<file path="src/rtl/aww_types_pkg.sv">
// Arbiter-local types: grant state of the memory arbiter.
package aww_types_pkg;
  typedef enum logic [1:0] {
    IDLE = 2'd0,
    IACC = 2'd1,
    DACC = 2'd2,
    ERR  = 2'd3
  } arb_state_t;
endpackage

</file>
<file path="src/rtl/cpu_types_pkg.sv">
// Shared CPU-side types: machine word and the RAM handshake state.
package cpu_types_pkg;
  localparam int unsigned WORD_W = 32;

  typedef logic [WORD_W-1:0] word_t;

  typedef enum logic [1:0] {
    FREE   = 2'd0,
    BUSY   = 2'd1,
    ACCESS = 2'd2,
    ERROR  = 2'd3
  } ramstate_t;
endpackage

</file>
<file path="src/rtl/mem_arbiter.sv">
// Serialises instruction fetches and data accesses onto one RAM port;
// data wins over fetch, a grant is held until hit, abort, RAM error or timeout.
module mem_arbiter #(
  parameter int unsigned TIMEOUT = 64,
  parameter int unsigned CNT_W   = 7
) (
  input  logic        CLK,
  input  logic        nRST,
  input  logic        iREN,
  input  logic [31:0] iaddr,
  output logic [31:0] iload,
  input  logic        dREN,
  input  logic        dWEN,
  input  logic [31:0] daddr,
  input  logic [31:0] dstore,
  output logic [31:0] dload,
  output logic        ihit,
  output logic        dhit,
  output logic        ramREN,
  output logic        ramWEN,
  output logic [31:0] ramaddr,
  output logic [31:0] ramstore,
  input  logic [31:0] ramload,
  input  logic [1:0]  ramstate,
  output logic        arb_err
);
  import cpu_types_pkg::*;
  import aww_types_pkg::*;

  arb_state_t       state_q, state_d, prio;
  logic [CNT_W-1:0] cnt_q, cnt_d;
  ramstate_t        rs;
  logic             timeout_c;

  assign rs        = ramstate_t'(ramstate);
  assign timeout_c = (cnt_q >= CNT_W'(TIMEOUT - 1));
  assign arb_err   = (state_q == ERR);

  // Grant choice when idle or finishing: data beats fetch
  always_comb begin
    prio = IDLE;
    if (dREN || dWEN) prio = DACC;
    else if (iREN)    prio = IACC;
  end

  always_ff @(posedge CLK or negedge nRST) begin
    if (!nRST) begin
      state_q <= IDLE;
      cnt_q   <= '0;
    end else begin
      state_q <= state_d;
      cnt_q   <= cnt_d;
    end
  end

  // Strobes and hits decode from registered state plus the live RAM status
  always_comb begin
    state_d  = state_q;
    cnt_d    = cnt_q;
    ihit     = 1'b0;
    dhit     = 1'b0;
    iload    = '0;
    dload    = '0;
    ramREN   = 1'b0;
    ramWEN   = 1'b0;
    ramaddr  = '0;
    ramstore = '0;

    case (state_q)
      IDLE: state_d = prio;

      IACC: begin
        ramREN  = 1'b1;
        ramaddr = iaddr;
        if (rs == ERROR) begin
          state_d = ERR;
        end else if (!iREN) begin
          state_d = prio;
        end else if (rs == ACCESS) begin
          ihit    = 1'b1;
          iload   = ramload;
          state_d = prio;
        end else if (timeout_c) begin
          state_d = ERR;
        end
      end

      DACC: begin
        ramREN   = dREN;
        ramWEN   = dWEN & ~dREN;
        ramaddr  = daddr;
        ramstore = dstore;
        if (rs == ERROR) begin
          state_d = ERR;
        end else if (!(dREN || dWEN)) begin
          state_d = prio;
        end else if (rs == ACCESS) begin
          dhit    = 1'b1;
          dload   = dREN ? ramload : '0;
          state_d = prio;
        end else if (timeout_c) begin
          state_d = ERR;
        end
      end

      ERR:     state_d = ERR;
      default: state_d = IDLE;
    endcase

    // Wait counter restarts with every new grant or completed access
    if ((state_d != state_q) || ihit || dhit) begin
      cnt_d = '0;
    end else if (((state_q == IACC) || (state_q == DACC)) && (cnt_q < CNT_W'(TIMEOUT))) begin
      cnt_d = cnt_q + CNT_W'(1);
    end
  end
endmodule
</file>
<file path="config.mk">
export PLATFORM = sky130hd
export DESIGN_NAME = mem_arbiter
export DESIGN_NICKNAME = d
export VERILOG_FILES = /design/src/rtl/aww_types_pkg.sv /design/src/rtl/cpu_types_pkg.sv /design/src/rtl/mem_arbiter.sv
export SDC_FILE = /design/constraint.sdc
export NUM_CORES = 1
export LEC_CHECK = 0
export CAP_MARGIN = 20
export CORE_AREA = 2 2 103 105
export CTS_CLUSTER_SIZE = 28
export DETAILED_ROUTE_END_ITERATION = 8
export DIE_AREA = 0 0 105 107
export PLACE_DENSITY = 0.66
export SETUP_SLACK_MARGIN = 0.5
export SLEW_MARGIN = 0
export SYNTH_ARGS = -nofsm -noshare
export SYNTH_HDL_FRONTEND = slang
export SYNTH_SLANG_ARGS = --single-unit
</file>
<file path="constraint.sdc">
create_clock -name CLK -period 2.9 [get_ports CLK]
set_clock_uncertainty 0.15 [all_clocks]
set_input_delay 0.58 -clock CLK [delete_from_list [all_inputs] [get_ports CLK]]
set_output_delay 0.58 -clock CLK [all_outputs]
set_load 0.01 [all_outputs]
</file>
---- Word level (Yosys, flattened, before mapping) ----
Index checks and enable logic that the tools add are counted.
W data, S select, Z words.
storage, ports and cells
  register bits ........................... 9
  word-level logic and storage cells ...... 51
cells by class
  add/subtract/negate cells ............... 1
  $lt $le $gt $ge ......................... 2
  equality and inequality tests ........... 6
  mux-type cells .......................... 31
  bitwise operators ....................... 2
  reductions and logical operators ........ 7
operators with widths
  operator               count
  $mux W32               10
  $pmux W32 S2           1
  $mux W2                7
  $mux W7                2
  $mux W1                9
  $eq A2 B2 Y1 const B   4
  $pmux W2 S4            1
  $add A7 B1 Y7 const B  1
  $ge A7 B6 Y1 const B   1
  $lt A7 B7 Y1 const B   1
  $logic_or A1 B1 Y1     4
  $eq A2 B1 Y1 const B   1
  $logic_not A2 Y1       1
  $ne A2 B2 Y1           1
  $pmux W1 S2            1
  $reduce_bool A2 Y1     1
  $and A1 B1 Y1          1
  $logic_and A1 B1 Y1    1
  $not A1 Y1             1

---- Logic depth before layout (Yosys ltp) ----
Gate-level depths: netlist of run 1.
  depth after elaboration ................. 10
  depth in mapped cells ................... 8
  gate-level depth less buffers ........... 7

---- Worst setup path before layout of run 1 ----
Ideal clock, no wire load.
  path type ............................... register to output
  start ................................... register state_q[0]
  end ..................................... output ramaddr[20]
  data arrival time ....................... 1609 ps
  path slack .............................. 561 ps
  stages on the path, launching flop included .. 8
  cells stage by stage .................... dfrtp_1 -> inv_1 -> ha_1 -> buf_6 -> clkbuf_1 -> clkbuf_1 -> a22oi_1 -> nor2b_1
between the ends
  longest elaborated chain between the ends .. 2
ends and longest elaborated chain
  element                                       RTL line           RTL
  start, declared                               mem_arbiter.sv:30  arb_state_t state_q, state_d, prio;
  start signal, assigned                        mem_arbiter.sv:51  state_q <= state_d;
  $eq A2 B2 Y1 or $eq A2 B1 Y1 (tied branches)  mem_arbiter.sv:69  case (state_q)
  $pmux W32 S2 (*)                              mem_arbiter.sv:69
  end, declared                                 mem_arbiter.sv:21  output logic [31:0] ramaddr,
Every way passes the cells marked *; elsewhere a longest branch is shown, timed or not.

---- Worst setup path after layout of run 1 ----
  start ................................... register state_q[0]
  end ..................................... output iload[24]
between the ends
  longest elaborated chain between the ends .. 2
ends and longest elaborated chain
  element        RTL line           RTL
  $eq A2 B1 Y1   mem_arbiter.sv:69
  $mux W32       mem_arbiter.sv:69
  end, declared  mem_arbiter.sv:11  output logic [31:0] iload,
Every way passes these cells.

==> impl_metrics.csv, run 1 <==
group,metric,value,unit
synthesis,synth_seq_cells,9,
worst_setup_path,critical_path_buf_inv_count,4,
worst_setup_path,critical_path.startpoint,"state_q[0]",
worst_setup_path,data_required_time_of_the_worst_path,2.17,ns
drt,drt-initial-drc-count,170,
floorplanning,std_cell_rows,37,
cts,cts-buffers-inserted,3,
drt,vias_per_cell,4.50,
worst_setup_path,timing.critical_path.max_delay_family,"buffers and inverters",
run,maxCapViolCount,0,
worst_setup_path,critPathMaxStageDelay,0.44,ns
floorplanning,die_height,107,um
floorplanning,die_w,105,um
finish,finish.utilization,0.570,
worst_setup_path,timing.reg2reg.setup_slack,0.52,ns
synthesis,syn_nets,408,
sta,max_freq,393,MHz
synthesis,ys_top_cells_by_area,"and2_1 31%, a22oi_1 12%, dfrtp_1 11%, nor2b_1 10%, clkbuf_1 3.6%",
sta,max_slew_margin,0.720,
synthesis,synthesis.area,1970,um2
pwr,power.leakage,2.62,nW
synthesis,post_synthesis_area_per_instance,7.36,um2
cts,tritoncts_clock_tree,"yes",
worst_setup_path,crit_chain,"buf_6, ha_4, and4b_2, buf_12, clkbuf_16, and2_4, buf_6",
sta,min_period_over_period,0.877,
cts,tritoncts_num_sinks,9,
worst_setup_path,worst_ep_arrival_time,1.81,ns
finish,finalNetCount,709,
drt,detailroute.via_count,3171,
drt,drt_first_pass_iters,4,
synthesis,post-synth-top-area-cell,"and2_1",
synthesis,ys_async_sr_fraction,1.00,
sta,worstMarginPinSlew,0.418,ns
synthesis,synthesis.instances,268,
placed_design,detailedPlacementHpwl,9480,um
floorplanning,initial_core_util,0.196,
drt,routed_wire_length_per_instance,19.5,um
grt,number_of_global_route_vias_before_repair,3083,
grt,pin_count_of_the_biggest_net_entering_global_routing,34,
grt,overflow,0,
sta,hold_viol,0,
floorplanning,dieArea,11200,um2
drt,antenna_left,0,
worst_hold_path,worst_hold_class,"flop to flop",
worst_setup_path,cpMostUsedCell,"buf_6",
pwr,power.density,660,nW/um2
placed_design,buffer_ports.inserted,267,
synthesis,area_share_of_the_largest_cell_type_after_synthesis,0.311,
synthesis,yosys_most_used_dff,"dfrtp_1",
sta,rsz0062_at_grt,"yes",
drt,totalWireLength,13700,um
synthesis,share_of_the_yosys_chip_area_belonging_to_registers,0.114,
worst_setup_path,critical_path.slowest_cell,"dfrtp_2",
grt,grt_pass1_wl,19100,um
drt,met1Wirelength,5540,um
drt,wl_met2,7230,um
sta,setup_viol_count_final,0,
drt,remaining_drc_errors,0,
sta,drv_slew,0,
worst_setup_path,criticalPathCategory,"flop to output port",
grt,antenna_found_initial,0,
worst_setup_path,worst_r2r_startpoint,"state_q[0]",
cts,cts_buffer_depth,2,
finish,layout-area-overhead-vs-synth,191,%
placed_design,globalplace.congestion,0.831,
cts,cts.clk_slew.worst_paths,0.05,ns
sta,finalCriticalPeriod,2.54,ns
synthesis,synth.distinct_cells,47,
finish,post_route_cells_drive_above_1_share,0.479,
worst_setup_path,capturing_element_type_of_the_critical_path,"output port",
worst_hold_path,timing.hold.worst.start,"cnt_q[5]",
placed_design,preCtsSetupSlack,-0.318,ns
cts,ctsRootBufferMaster,"clkbuf_8",
cts,clock_insertion_delay_worst_skew,0.24,ns
status,outcome,"completed",
worst_setup_path,path_max_fanout,8,
synthesis,synth_warnings,0,
worst_setup_path,critical_path.startpoint_type,"flop",
pwr,irDropWorstVdd,0.380,mV
synthesis,count_of_flip_flops_with_a_built_in_enable_after_synthesis,0,
floorplanning,ioPinCount,268,
drt,routed.top_layer,"met4",
floorplanning,core_area,10100,um2
grt,gr-usage-all-layers,0.215,
cts,clock_tree.htree_level_count,1,
drt,wl_met3,738,um
sta,postLayoutSetupSlackWorst,0.356,ns
finish,n_antenna_cell,0,
[metrics by stage]
| step | hold slack [ns] | setup TNS [ns] | instances | area (um2) | power, W |
|---|---|---|---|---|---|
| 6_report | 0.437 | 0 | 704 | 5750 | 0.00380 |
| 2_1_floorplan | 0.134 | 0 | 268 | 1970 | 0.00166 |
| 5_1_grt | 0.454 | 0 | 704 | 5750 | 0.00402 |
| 3_3_place_gp | 0.409 | -13.03 | 661 | 4850 | 0.00299 |
| 4_1_cts | 0.424 | 0 | 691 | 5020 | 0.00344 |
| 3_5_place_dp | 0.415 | -14.51 | 661 | 4850 | 0.00303 |
[cells in the mapped netlist, types with 2 or more instances]
library cell	instances
xor2_1	2
and2b_1	2
nor3_2	7
inv_1	4
a22oi_1	32
buf_6	4
nor2b_1	33
clkbuf_1	19
a21oi_1	3
o211ai_4	2
nor2_1	5
xnor2_1	3
o21ai_0	3
and2_1	98
ha_1	5
dfrtp_1	9
nand3_1	2
nand2_1	6
[placed cells by master, fill, tap and decap left out, types with 2 or more instances in the layout]
master,count
a22oi_1,13
o21ai_0,3
clkbuf_2,25
buf_6,81
ha_1,2
buf_12,7
xnor2_1,3
buf_2,11
buf_16,2
clkbuf_16,7
clkdlybuf4s15_2,6
nand2_1,6
bufbuf_16,2
dfrtp_2,2
clkdlybuf4s15_1,8
nand3_1,2
inv_1,2
and2_1,35
nor2b_1,33
clkbuf_8,3
and2_4,63
and3_4,4
o211ai_4,2
clkdlybuf4s50_1,131
a21oi_1,2
a22oi_2,19
xor2_1,2
dfrtp_1,7
nor2_1,5
ha_4,3
dlygate4sd2_1,14
dlymetal6s2s_1,7
nor3_2,7
buf_4,15
[where the power goes]
group          switching [W]  internal [W]  leakage, nW
Clock              0.0000537     0.0000939       0.0255
Combinational        0.00160       0.00186         2.47
Sequential         0.0000357      0.000156        0.118
[flip-flops by register name, indices dropped and copies added, names as in the netlist]
signal,cells
cnt_q,7
state_q,2
[what timing repair did]
item	in CTS	in global routing
gates cloned	7	7
pin swaps	12	42
buffers inserted	19	6
gates resized for setup	435	193
hold buffers	0	0
endpoints found under the setup margin	139	135
[cells by family after synthesis]
| kind of cell | Yosys count | share of synthesized area |
|---|---|---|
| simple gates | 165 | 0.531 |
| fa+ha+maj | 5 | 0.0317 |
| flops | 9 | 0.114 |
| mux | 1 | 0.00507 |
| xor+xnor | 5 | 0.0222 |
| compound gates | 55 | 0.227 |
| buf+inv | 28 | 0.0691 |
[tightest hold or removal path: cells and delay by family (launching register included)]
family        cells  cell delay (ns)
simple gates      1             0.05
flops             1             0.36
xor+xnor          1             0.14
[area by class of cell]
| cell class | instances | area (um2) |
|---|---|---|
| tap | 136 | 170 |
| inverter | 4 | 17.5 |
| timing repair buffer | 317 | 3320 |
| clock buffer | 3 | 41.3 |
| clock inverter | 1 | 5.00 |
| multi-input combinational | 234 | 1960 |
| sequential | 9 | 228 |
| fill | 940 | 4340 |
[routing by layer]
layer / global-route usage / vias up
met5: 0 / -
met4: 0.0314 / 0
met3: 0.0395 / 18
met2: 0.400 / 123
met1: 0.261 / 1502
li1: - / 1528
[worst paths after layout]
check / cells past startpoint / to
max in group asynchronous: 1 / state_q[1]
min in group asynchronous: 1 / cnt_q[3]
setup reg to reg: 8 / cnt_q[2]
hold reg to reg: 2 / cnt_q[5]
hold / removal: 2 / cnt_q[5]
setup / recovery: 7 / iload[24]
Note: power is estimated with default switching activity, not from simulation.
==> inputs of run 2 (changes only) <==
--- a/config.mk
+++ b/config.mk
@@ -10,7 +10,7 @@
 export CTS_CLUSTER_SIZE = 28
 export DETAILED_ROUTE_END_ITERATION = 8
 export DIE_AREA = 0 0 105 107
-export PLACE_DENSITY = 0.66
+export PLACE_DENSITY = 0.73
 export SETUP_SLACK_MARGIN = 0.5
 export SLEW_MARGIN = 0
 export SYNTH_ARGS = -nofsm -noshare
==> impl_metrics.csv, run 2 (synthesis results as in run 1) <==
group,metric,value,unit
worst_setup_path,data_required_time_of_the_worst_path,2.17,ns
finish,reg_top3,"cnt_q: 7 flops, state_q: 2 flops",
worst_setup_path,criticalPathCategory,"flop to output port",
sta,max_slew_margin,0.739,
grt,number_of_global_route_vias_before_repair,3256,
floorplanning,ioPinCount,268,
worst_setup_path,capturing_element_type_of_the_critical_path,"output port",
sta,finalCriticalPeriod,2.61,ns
sta,setup_viol_count_final,0,
cts,cts_buffer_depth,2,
pwr,power.leakage,2.73,nW
grt,gr-usage-all-layers,0.226,
cts,ctsRootBufferMaster,"clkbuf_8",
worst_hold_path,worst_hold_class,"flop to flop",
drt,totalWireLength,14500,um
worst_setup_path,cpMostUsedCell,"buf_6",
drt,remaining_drc_errors,0,
sta,drv_slew,0,
cts,tritoncts_clock_tree,"yes",
floorplanning,initial_core_util,0.196,
finish,n_antenna_cell,0,
finish,fill_cell_total_of_the_finished_layout,892,
cts,cts_hold_buf,0,
placed_design,placed_area,4840,um2
floorplanning,die_height,107,um
worst_setup_path,path_max_fanout,5,
placed_design,buffer_ports.inserted,267,
cts,tritoncts_num_sinks,9,
worst_setup_path,worst_ep_arrival_time,1.88,ns
worst_setup_path,critical_path.slowest_cell,"dfrtp_2",
finish,largest_register_ff_count,7,
sta,setup_total_negative_slack,0,ns
floorplanning,core_area,10100,um2
drt,drt_first_pass_iters,4,
drt,antenna_left,0,
drt,routed_wire_length_per_instance,20.3,um
floorplanning,die_w,105,um
worst_setup_path,critical_path.startpoint_type,"flop",
finish,final_common_cell,"clkdlybuf4s50_1",
pwr,irDropWorstVdd,0.609,mV
pwr,power.density,683,nW/um2
status,outcome,"completed",
finish,layout-area-overhead-vs-synth,199,%
grt,pin_count_of_the_biggest_net_entering_global_routing,38,
worst_setup_path,crit_chain,"inv_4, ha_4, buf_12, buf_6, buf_8, buf_16, o21a_4, buf_4, and2_4, buf_6",
finish,post_route_cells_drive_above_1_share,0.484,
cts,cts.clk_slew.worst_paths,0.04,ns
drt,vias_per_cell,4.65,
sta,rsz0062_at_grt,"yes",
cts,cts-buffers-inserted,3,
drt,detailroute.via_count,3329,
grt,antenna_found_initial,0,
worst_setup_path,critPathMaxStageDelay,0.41,ns
grt,overflow,0,
placed_design,globalplace.congestion,0.887,
sta,max_freq,383,MHz
sta,worstMarginPinSlew,0.389,ns
floorplanning,std_cell_rows,37,
finish,max_flop_register,"cnt_q",
finish,post-route-cell-area,5900,um2
placed_design,detailedPlacementHpwl,9460,um
finish,layout_common_cells,"132 x clkdlybuf4s50_1, 88 x buf_6, 60 x and2_4, 39 x and2_1, 33 x nor2b_1",
sta,hold_viol,0,
cts,clock_insertion_delay_worst_skew,0.23,ns
run,maxCapViolCount,0,
finish,finalNetCount,721,
drt,drt-initial-drc-count,175,
floorplanning,dieArea,11200,um2
grt,grt_pass1_wl,19700,um
cts,clock_tree.htree_level_count,1,
finish,finish.utilization,0.585,
sta,min_period_over_period,0.901,
==> run 2: where the power goes <==
part	internal (W)	switching (W)
clock network	0.0000954	0.0000460
logic	0.00199	0.00170
registers	0.000156	0.0000381
total	0.00225	0.00179
==> run 2: final timing paths <==
path                       startpoint    endpoint  slack, ns  depth (start not counted)
max in group asynchronous        nRST  state_q[0]       1.81                          1
min in group asynchronous        nRST    cnt_q[5]       0.49                          1
max                        state_q[0]        dhit       0.29                         10
max reg2reg                state_q[0]    cnt_q[2]       0.34                         12
min reg2reg                  cnt_q[5]    cnt_q[5]       0.44                          2
min                          cnt_q[5]    cnt_q[5]       0.44                          2
==> run 2: metrics by stage <==
stage / instances / hold WS [ns] / power [W] / worst slack [ns]
CTS: 705 / 0.429 / 0.00366 / 0.247
global placement: 658 / 0.403 / 0.00299 / -0.187
finish: 716 / 0.437 / 0.00403 / 0.288
floorplan: 268 / 0.134 / 0.00166 / 0.561
detailed placement: 658 / 0.409 / 0.00302 / -0.192
global route: 716 / 0.462 / 0.00425 / 0.236
==> run 2: final cells by class <==
class | count | area (um2) | share of cell area
Multi-Input combinational cell | 231 | 1920 | 0.325
Inverter | 4 | 20.0 | 0.00339
Clock buffer | 4 | 45.0 | 0.00763
Sequential cell | 9 | 228 | 0.0386
Tap cell | 136 | 170 | 0.0288
Timing Repair Buffer | 332 | 3520 | 0.596
==> run 2: layer usage <==
metal | GRT usage | vias to the layer above | share of wire
met2 | 0.385 | 162 | 0.51
met3 | 0.0584 | 32 | 0.062
met4 | 0.0733 | 0 | 0.030
met5 | 0 | - | 0
li1 | - | 1539 | -
met1 | 0.278 | 1596 | 0.40
==> run 2: worst max-delay path, delay by kind of cell, from the launching register on <==
kind	cells	cell delay, ns
adders and majority gates	1	0.18
DFF	1	0.41
buffers and inverters	7	0.82
and+or+nand+nor	1	0.14
AOI/OAI and AO/OA	1	0.11
==> run 2: what timing repair did <==
action                     4_1_cts  5_1_grt
setup endpoints to repair      139      132
hold endpoints to repair         0        0
setup buffers                   32        8
pin swaps                       31       25
gates cloned                    11        3
resized for setup              466      194
==> inputs of run 3 (changes only) <==
--- a/config.mk
+++ b/config.mk
@@ -10,9 +10,10 @@
 export CTS_CLUSTER_SIZE = 28
 export DETAILED_ROUTE_END_ITERATION = 8
 export DIE_AREA = 0 0 105 107
-export PLACE_DENSITY = 0.73
+export PLACE_DENSITY_LB_ADDON = 0.08
 export SETUP_SLACK_MARGIN = 0.5
 export SLEW_MARGIN = 0
 export SYNTH_ARGS = -nofsm -noshare
 export SYNTH_HDL_FRONTEND = slang
 export SYNTH_SLANG_ARGS = --single-unit
+export TNS_END_PERCENT = 100
==> impl_metrics.csv, run 3 (synthesis results as in run 1) <==
group,metric,value,unit
worst_setup_path,critical_path.startpoint_type,"flop",
drt,antenna_left,0,
grt,number_of_global_route_vias_before_repair,3094,
finish,finish.utilization,0.568,
cts,cts_buffer_depth,2,
floorplanning,core_area,10100,um2
cts,tritoncts_clock_tree,"yes",
placed_design,dp_cells,662,
cts,clock_insertion_delay_worst_skew,0.24,ns
grt,antenna_found_initial,0,
sta,max_freq,402,MHz
floorplanning,die_w,105,um
worst_setup_path,capturing_element_type_of_the_critical_path,"output port",
finish,layout_common_cells,"129 x clkdlybuf4s50_1, 69 x buf_6, 54 x and2_4, 45 x and2_1, 43 x buf_2",
cts,ctsRootBufferMaster,"clkbuf_8",
sta,worstMarginPinSlew,0.407,ns
status,outcome,"completed",
placed_design,placed_area,4850,um2
sta,setup_viol_count_final,0,
finish,post_layout_nonfiller_instances,711,
worst_setup_path,worst_ep_arrival_time,1.76,ns
drt,detailroute.via_count,3225,
drt,drt-initial-drc-count,123,
sta,rsz0062_at_grt,"yes",
floorplanning,std_cell_rows,37,
worst_hold_path,worst_hold_class,"flop to flop",
drt,remaining_drc_errors,0,
floorplanning,die_height,107,um
floorplanning,initial_core_util,0.196,
drt,routed_wire_length_per_instance,18.6,um
grt,gr-usage-all-layers,0.215,
cts,cts-buffers-inserted,3,
finish,post-route-cell-area,5730,um2
finish,n_antenna_cell,0,
drt,totalWireLength,13200,um
sta,min_period_over_period,0.859,
cts,tritoncts_num_sinks,9,
finish,max_flop_register,"cnt_q",
finish,finalNetCount,716,
floorplanning,dieArea,11200,um2
finish,fill_cell_total_of_the_finished_layout,939,
finish,post_route_cells_drive_above_1_share,0.506,
cts,cts_hold_buf,0,
sta,finalCriticalPeriod,2.49,ns
pwr,power.density,693,nW/um2
finish,layout-area-overhead-vs-synth,190,%
finish,largest_register_ff_count,7,
cts,clock_tree.htree_level_count,1,
floorplanning,ioPinCount,268,
worst_setup_path,criticalPathCategory,"flop to output port",
worst_setup_path,path_max_fanout,6,
finish,final_common_cell,"clkdlybuf4s50_1",
grt,overflow,0,
placed_design,detailedPlacementHpwl,9170,um
cts,cts.clk_slew.worst_paths,0.05,ns
finish,reg_top3,"cnt_q: 7 flops, state_q: 2 flops",
placed_design,preCtsSetupSlack,-0.306,ns
drt,drt_first_pass_iters,4,
sta,postLayoutSetupSlackWorst,0.409,ns
grt,grt_pass1_wl,18900,um
pwr,power.leakage,2.58,nW
pwr,irDropWorstVdd,0.391,mV
worst_setup_path,data_required_time_of_the_worst_path,2.17,ns
placed_design,globalplace.congestion,0.805,
sta,max_slew_margin,0.728,
sta,drv_slew,0,
run,maxCapViolCount,0,
drt,vias_per_cell,4.54,
grt,pin_count_of_the_biggest_net_entering_global_routing,22,
placed_design,buffer_ports.inserted,267,
sta,hold_viol,0,
-- run 3: changes by cell type in the layout (fill, tap and decap cells not counted), sizes merged --
cell and delta:
clkbuf -17, buf +6, dlygate4sd2 +6, dlymetal6s2s -6, clkdlybuf4s15 +5, and3 +3
clkdlybuf4s50 -3, bufbuf +1
-- run 3: final timing paths --
check / start / to / slack (ns) / depth (start not counted)
setup / recovery: state_q[1] / dload[2] / 0.41 / 8
hold / removal: cnt_q[5] / cnt_q[5] / 0.42 / 2
setup reg to reg: state_q[1] / cnt_q[1] / 0.55 / 10
hold reg to reg: cnt_q[5] / cnt_q[5] / 0.42 / 2
max in group asynchronous: nRST / state_q[0] / 1.80 / 1
min in group asynchronous: nRST / cnt_q[3] / 0.49 / 1
-- run 3: per-layer routing --
metal	up-vias	share of wire	global-route usage
met5	-	0	0
met2	130	0.53	0.396
met3	19	0.055	0.0450
li1	1547	-	-
met1	1529	0.40	0.252
met4	0	0.019	0.0619
-- run 3: worst max-delay path, cell delays in order, from the launching register on --
cell and delay [ns]:
dfrtp_1 0.41, buf_6 0.14, ha_4 0.18, buf_6 0.12
buf_6 0.11, and3_4 0.19, buf_6 0.13, and2_4 0.13
buf_6 0.11
-- run 3: final cells by class --
class	instances	area, um2	area share
sequential	9	226	0.0395
timing repair buffer	324	3260	0.570
clock buffer	4	45.0	0.00786
inverter	4	17.5	0.00306
tap	136	170	0.0297
multi-input combinational	234	2010	0.350
-- run 3: power breakdown --
group          switching [W]  total [W]  internal [W]
clock              0.0000528   0.000149     0.0000960
combinational        0.00164    0.00363       0.00199
sequential         0.0000338   0.000188      0.000155
-- run 3: what timing repair did --
item | CTS | global route
endpoints found under the setup margin | 139 | 113
setup buffers | 25 | 6
cloned | 11 | 3
pin swaps | 32 | 30
resized for setup | 537 | 122
-- run 3: per-stage QoR --
step | hold slack (ns) | setup TNS [ns] | power [W]
floorplan | 0.134 | 0 | 0.00166
global placement | 0.406 | -12.66 | 0.00298
detailed placement | 0.420 | -14.65 | 0.00300
CTS | 0.426 | 0 | 0.00366
global route | 0.454 | 0 | 0.00422
finish | 0.419 | 0 | 0.00397
==> RTL edit 1, RTL diff (settings of run 1) <==
Encoding of `arb_state_t`: now one-hot (4 bits for 4 states).
--- a/src/rtl/aww_types_pkg.sv
+++ b/src/rtl/aww_types_pkg.sv
@@ -1,10 +1,10 @@
 // Arbiter-local types: grant state of the memory arbiter.
 package aww_types_pkg;
-  typedef enum logic [1:0] {
-    IDLE = 2'd0,
-    IACC = 2'd1,
-    DACC = 2'd2,
-    ERR  = 2'd3
+  typedef enum logic [3:0] {
+    IDLE = 4'b0001,
+    IACC = 4'b0010,
+    DACC = 4'b0100,
+    ERR  = 4'b1000
   } arb_state_t;
 endpackage
 
Formal check against the unedited RTL: no difference found for any inputs over 4 cycles, from zero or initial values and one cycle with nRST low; so few cycles prove little.
==> RTL edit 1 against run 1 <==
Area after synthesis decreased by 8.1%; design area is 12% higher; combinational power is 34% lower; wire length up 15%; setup slack got worse by 0.13 ns; critical path type unchanged; total power is 29% lower; non-clock buffer count grew 40; die area is the same; critical path depth increased by 1; worst hold slack better by 0.0075 ns; global-route usage down 0.87 points; sequential cell count is 2 higher.
==> RTL edit 1: results (changes against run 1) <==
post-synthesis xor/xnor area fraction 2.90% (was 2.22%); DRT iter0 DRCs 229 (was 170); count of cell types in the netlist 42 (was 47); top cells by area, synth a22o_1 (15%), nor2_1 (15%), dfrtp_1 (14%), and2_1 (11%), nand2_1 (8.3%) (was and2_1 (31%), a22oi_1 (12%), dfrtp_1 (11%), nor2b_1 (10%), clkbuf_1 (3.6%)); vias 3575 (was 3171); Synth Area in Adders 0.690% (was 3.17%); Cell Count, Final, Fillers Out 752 (was 704); pin count of the biggest net entering global routing 29 (was 34); Slew headroom 66.2% (was 72.0%); M1 GR Usage 25.3% (was 26.1%); Post-DP Area 4800 µm² (was 4850 µm²); Largest regs cnt_q (7), state_q (4) (was cnt_q (7), state_q (2)); final wirelength 15.8 mm (was 13.7 mm); share of cells above drive strength 1 56.0% (was 47.9%); met2 GRT Util 37.5% (was 40.0%); Tot GR Track Use 20.6% (was 21.5%); CP arrival 1.94 ns (was 1.81 ns); part of the Yosys area used for sequential elements 15.2% (was 11.4%); Top FF cell, synth dfrtp_1 (unchanged); Synth Area in Compound Gates 26.0% (was 22.7%); syn_nets 417 (was 408); status completed (unchanged); post-synthesis mux area share 0.552% (was 0.507%); peak supply drop 0.340 mV (was 0.380 mV); critical path peak fanout 5 (was 8); Place WS -0.102 ns (was -0.318 ns); CP max-delay cell dfrtp_2 (unchanged); placed cell count 680 (was 661); commonest cells in the netlist nor2_1 (72), nand2_1 (40), and2_1 (33), a22o_1 (32), clkbuf_1 (19) (was and2_1 (98), nor2b_1 (33), a22oi_1 (32), clkbuf_1 (19), dfrtp_1 (9)); RD Place Congestion 0.889 (was 0.831); vias in the first global route 3124 (was 3083); max incr delay on CP 0.46 ns (was 0.44 ns); HPWL reported at the end of detailed placement 9.08 mm (was 9.48 mm); Reg clk slew, reported paths 0.05 ns (about the same); Avg Inst Size Synth 6.46 µm² (was 7.36 µm²); global-route wire length before repair 18.1 mm (was 19.1 mm); Lkg Pwr 0.00270 µW (was 0.00262 µW); number of buffers created by CTS 3 (unchanged)
-- RTL edit 1: cell type report --
type	instances	area (µm²)
clock buffers	4	45.0
fillers	825	3660
inverters	1	3.75
multi-input cells	243	2070
flip-flops and latches	11	280
well taps	136	170
repair buffers	357	3870
-- RTL edit 1: layer usage --
layer | routed length [µm] | share of wire, %
met4 | 497 | 3.1
met1 | 5820 | 37
met2 | 8440 | 53
met3 | 1040 | 6.6
met5 | 0 | 0
-- RTL edit 1: tightest hold or removal path, delay by kind of cell, from the launching register on --
family           cells  cell delay (ns)
AND/OR/NAND/NOR      1             0.04
flip-flops           1             0.38
XOR/XNOR             1             0.14
-- RTL edit 1: timing repair --
| item | CTS | global route |
|---|---|---|
| gates cloned | 8 | 11 |
| setup endpoints to repair | 140 | 140 |
| buffers inserted | 13 | 36 |
| hold buffers | 0 | 0 |
| pin swaps | 9 | 72 |
| gates resized for setup | 387 | 460 |
-- RTL edit 1: power by group --
part / internal [µW] / switching (µW) / total, µW
clock network: 96.3 / 55.0 / 151
registers: 184 / 48.8 / 233
logic: 1300 / 995 / 2300
total: 1580 / 1100 / 2680
-- RTL edit 1: logic make-up after synthesis --
| group | Yosys count |
|---|---|
| simple gates | 176 |
| xor+xnor | 6 |
| fa+ha+maj | 1 |
| mux | 1 |
| buf+inv | 27 |
| flops | 11 |
| compound gates | 59 |
-- RTL edit 1: worst paths after layout --
path                                  from         end  slack, ns  cells past startpoint
worst min register to register    cnt_q[4]    cnt_q[4]       0.44                      2
worst max register to register  state_q[0]    cnt_q[6]       0.31                     10
min in group asynchronous             nRST    cnt_q[3]       0.53                      1
worst min-delay path              cnt_q[4]    cnt_q[4]       0.44                      2
worst max-delay path            state_q[1]   dload[11]       0.23                      8
max in group asynchronous             nRST  state_q[3]       1.70                      1
==> RTL edit 2, RTL diff (settings of run 1) <==
Without the edit above. The parameter `CNT_W` goes from 7 to 6.
--- a/src/rtl/mem_arbiter.sv
+++ b/src/rtl/mem_arbiter.sv
@@ -2,7 +2,7 @@
 // data wins over fetch, a grant is held until hit, abort, RAM error or timeout.
 module mem_arbiter #(
   parameter int unsigned TIMEOUT = 64,
-  parameter int unsigned CNT_W   = 7
+  parameter int unsigned CNT_W   = 6
 ) (
   input  logic        CLK,
   input  logic        nRST,
Function: same outputs for any inputs over 4 cycles, from zero or initial values and one cycle with nRST low; that may be too few to reach the edited logic, so the function may still have changed.
==> RTL edit 2 against run 1 <==
Sequential cell count fell by 7; worst hold slack got worse by 0.039 ns; design area fell by 13%; wire length fell by 20%; critical path depth rose by 1; setup slack improved by 0.024 ns; die area did not move; global-route usage fell by 4.1 points; area after synthesis fell by 27%; total power fell by 21%; fmax rose by 0.95%; largest cell class unchanged; largest power group unchanged.
==> RTL edit 2: results (changes against run 1) <==
status completed (unchanged); fin nets 668 (was 709); fill count 1018 (was 940); nonclk buf count 325 (was 317); syn_nets 355 (was 408); worst min-delay path class primary input to async pin (was register to register); count of cell types in the netlist 28 (was 47); post-synthesis mux area share 0% (was 0.507%); HPWL reported at the end of detailed placement 6.88 mm (was 9.48 mm); Post-DP Area 4270 µm² (was 4850 µm²); reg2reg setup slack 0.83 ns (was 0.52 ns); GR Util met3 3.89% (was 3.95%); CP Launch Point state_q[1] (was state_q[0]); vias 2841 (was 3171); Synth Area in Compound Gates 21.3% (was 22.7%); Reg clk slew, reported paths 0.03 ns (was 0.05 ns); Layout non-clock buf frac 63.2% (was 57.8%); met2 GRT Util 34.0% (was 40.0%); commonest cells in the netlist and2_1 (93), nor2b_1 (33), a22oi_1 (32), clkbuf_1 (8), buf_2 (7) (was and2_1 (98), nor2b_1 (33), a22oi_1 (32), clkbuf_1 (19), dfrtp_1 (9)); Non-clk invs 2 (was 4); clock sinks 2 (was 9); Synth Area in Adders 3.48% (was 3.17%); peak supply drop 0.311 mV (was 0.380 mV); share of cells above drive strength 1 46.3% (was 47.9%); Comb. pwr 2830 µW (was 3460 µW); vias in the first global route 2908 (was 3083); cell-internal power 1750 µW (was 2110 µW); DR WL met3 770 µm (was 738 µm); Flop+latch power 61.0 µW (was 192 µW); RR Endpoint state_q[0] (was cnt_q[2]); CP max-delay cell dfrtp_1 (was dfrtp_2); synthesis-to-finish area growth 246% (was 191%); worst skew pair latency 0.21 ns (was 0.24 ns); Lkg Pwr 0.00224 µW (was 0.00262 µW); Clk power 112 µW (was 148 µW); Multi-input gate area 1560 µm² (was 1960 µm²)
-- RTL edit 2: cell count changes in the layout (fill, tap and decap cells not counted), moves of 5 or more --
| cell | delta |
|---|---|
| clkbuf_2 | -10 |
| dlymetal6s2s_1 | -7 |
| nor2b_2 | +9 |
| dlygate4sd2_1 | -12 |
| nor3_2 | -7 |
| buf_6 | -33 |
| dfrtp_1 | -6 |
| buf_2 | +39 |
| nor2b_1 | -10 |
| clkbuf_16 | -5 |
| clkdlybuf4s15_1 | +23 |
| and2_4 | -28 |
| and2_1 | +23 |
| buf_4 | +13 |
-- RTL edit 2: worst max path at each step --
stage | to | slack (ns) | depth (start not counted)
6_report | dload[6] | 0.38 | 8
4_1_cts | ramaddr[14] | 0.31 | 7
2_1_floorplan | ramaddr[0] | 0.81 | 6
5_1_grt | dload[6] | 0.34 | 8
3_5_place_dp | iload[23] | -0.16 | 5
3_3_place_gp | iload[22] | -0.14 | 5
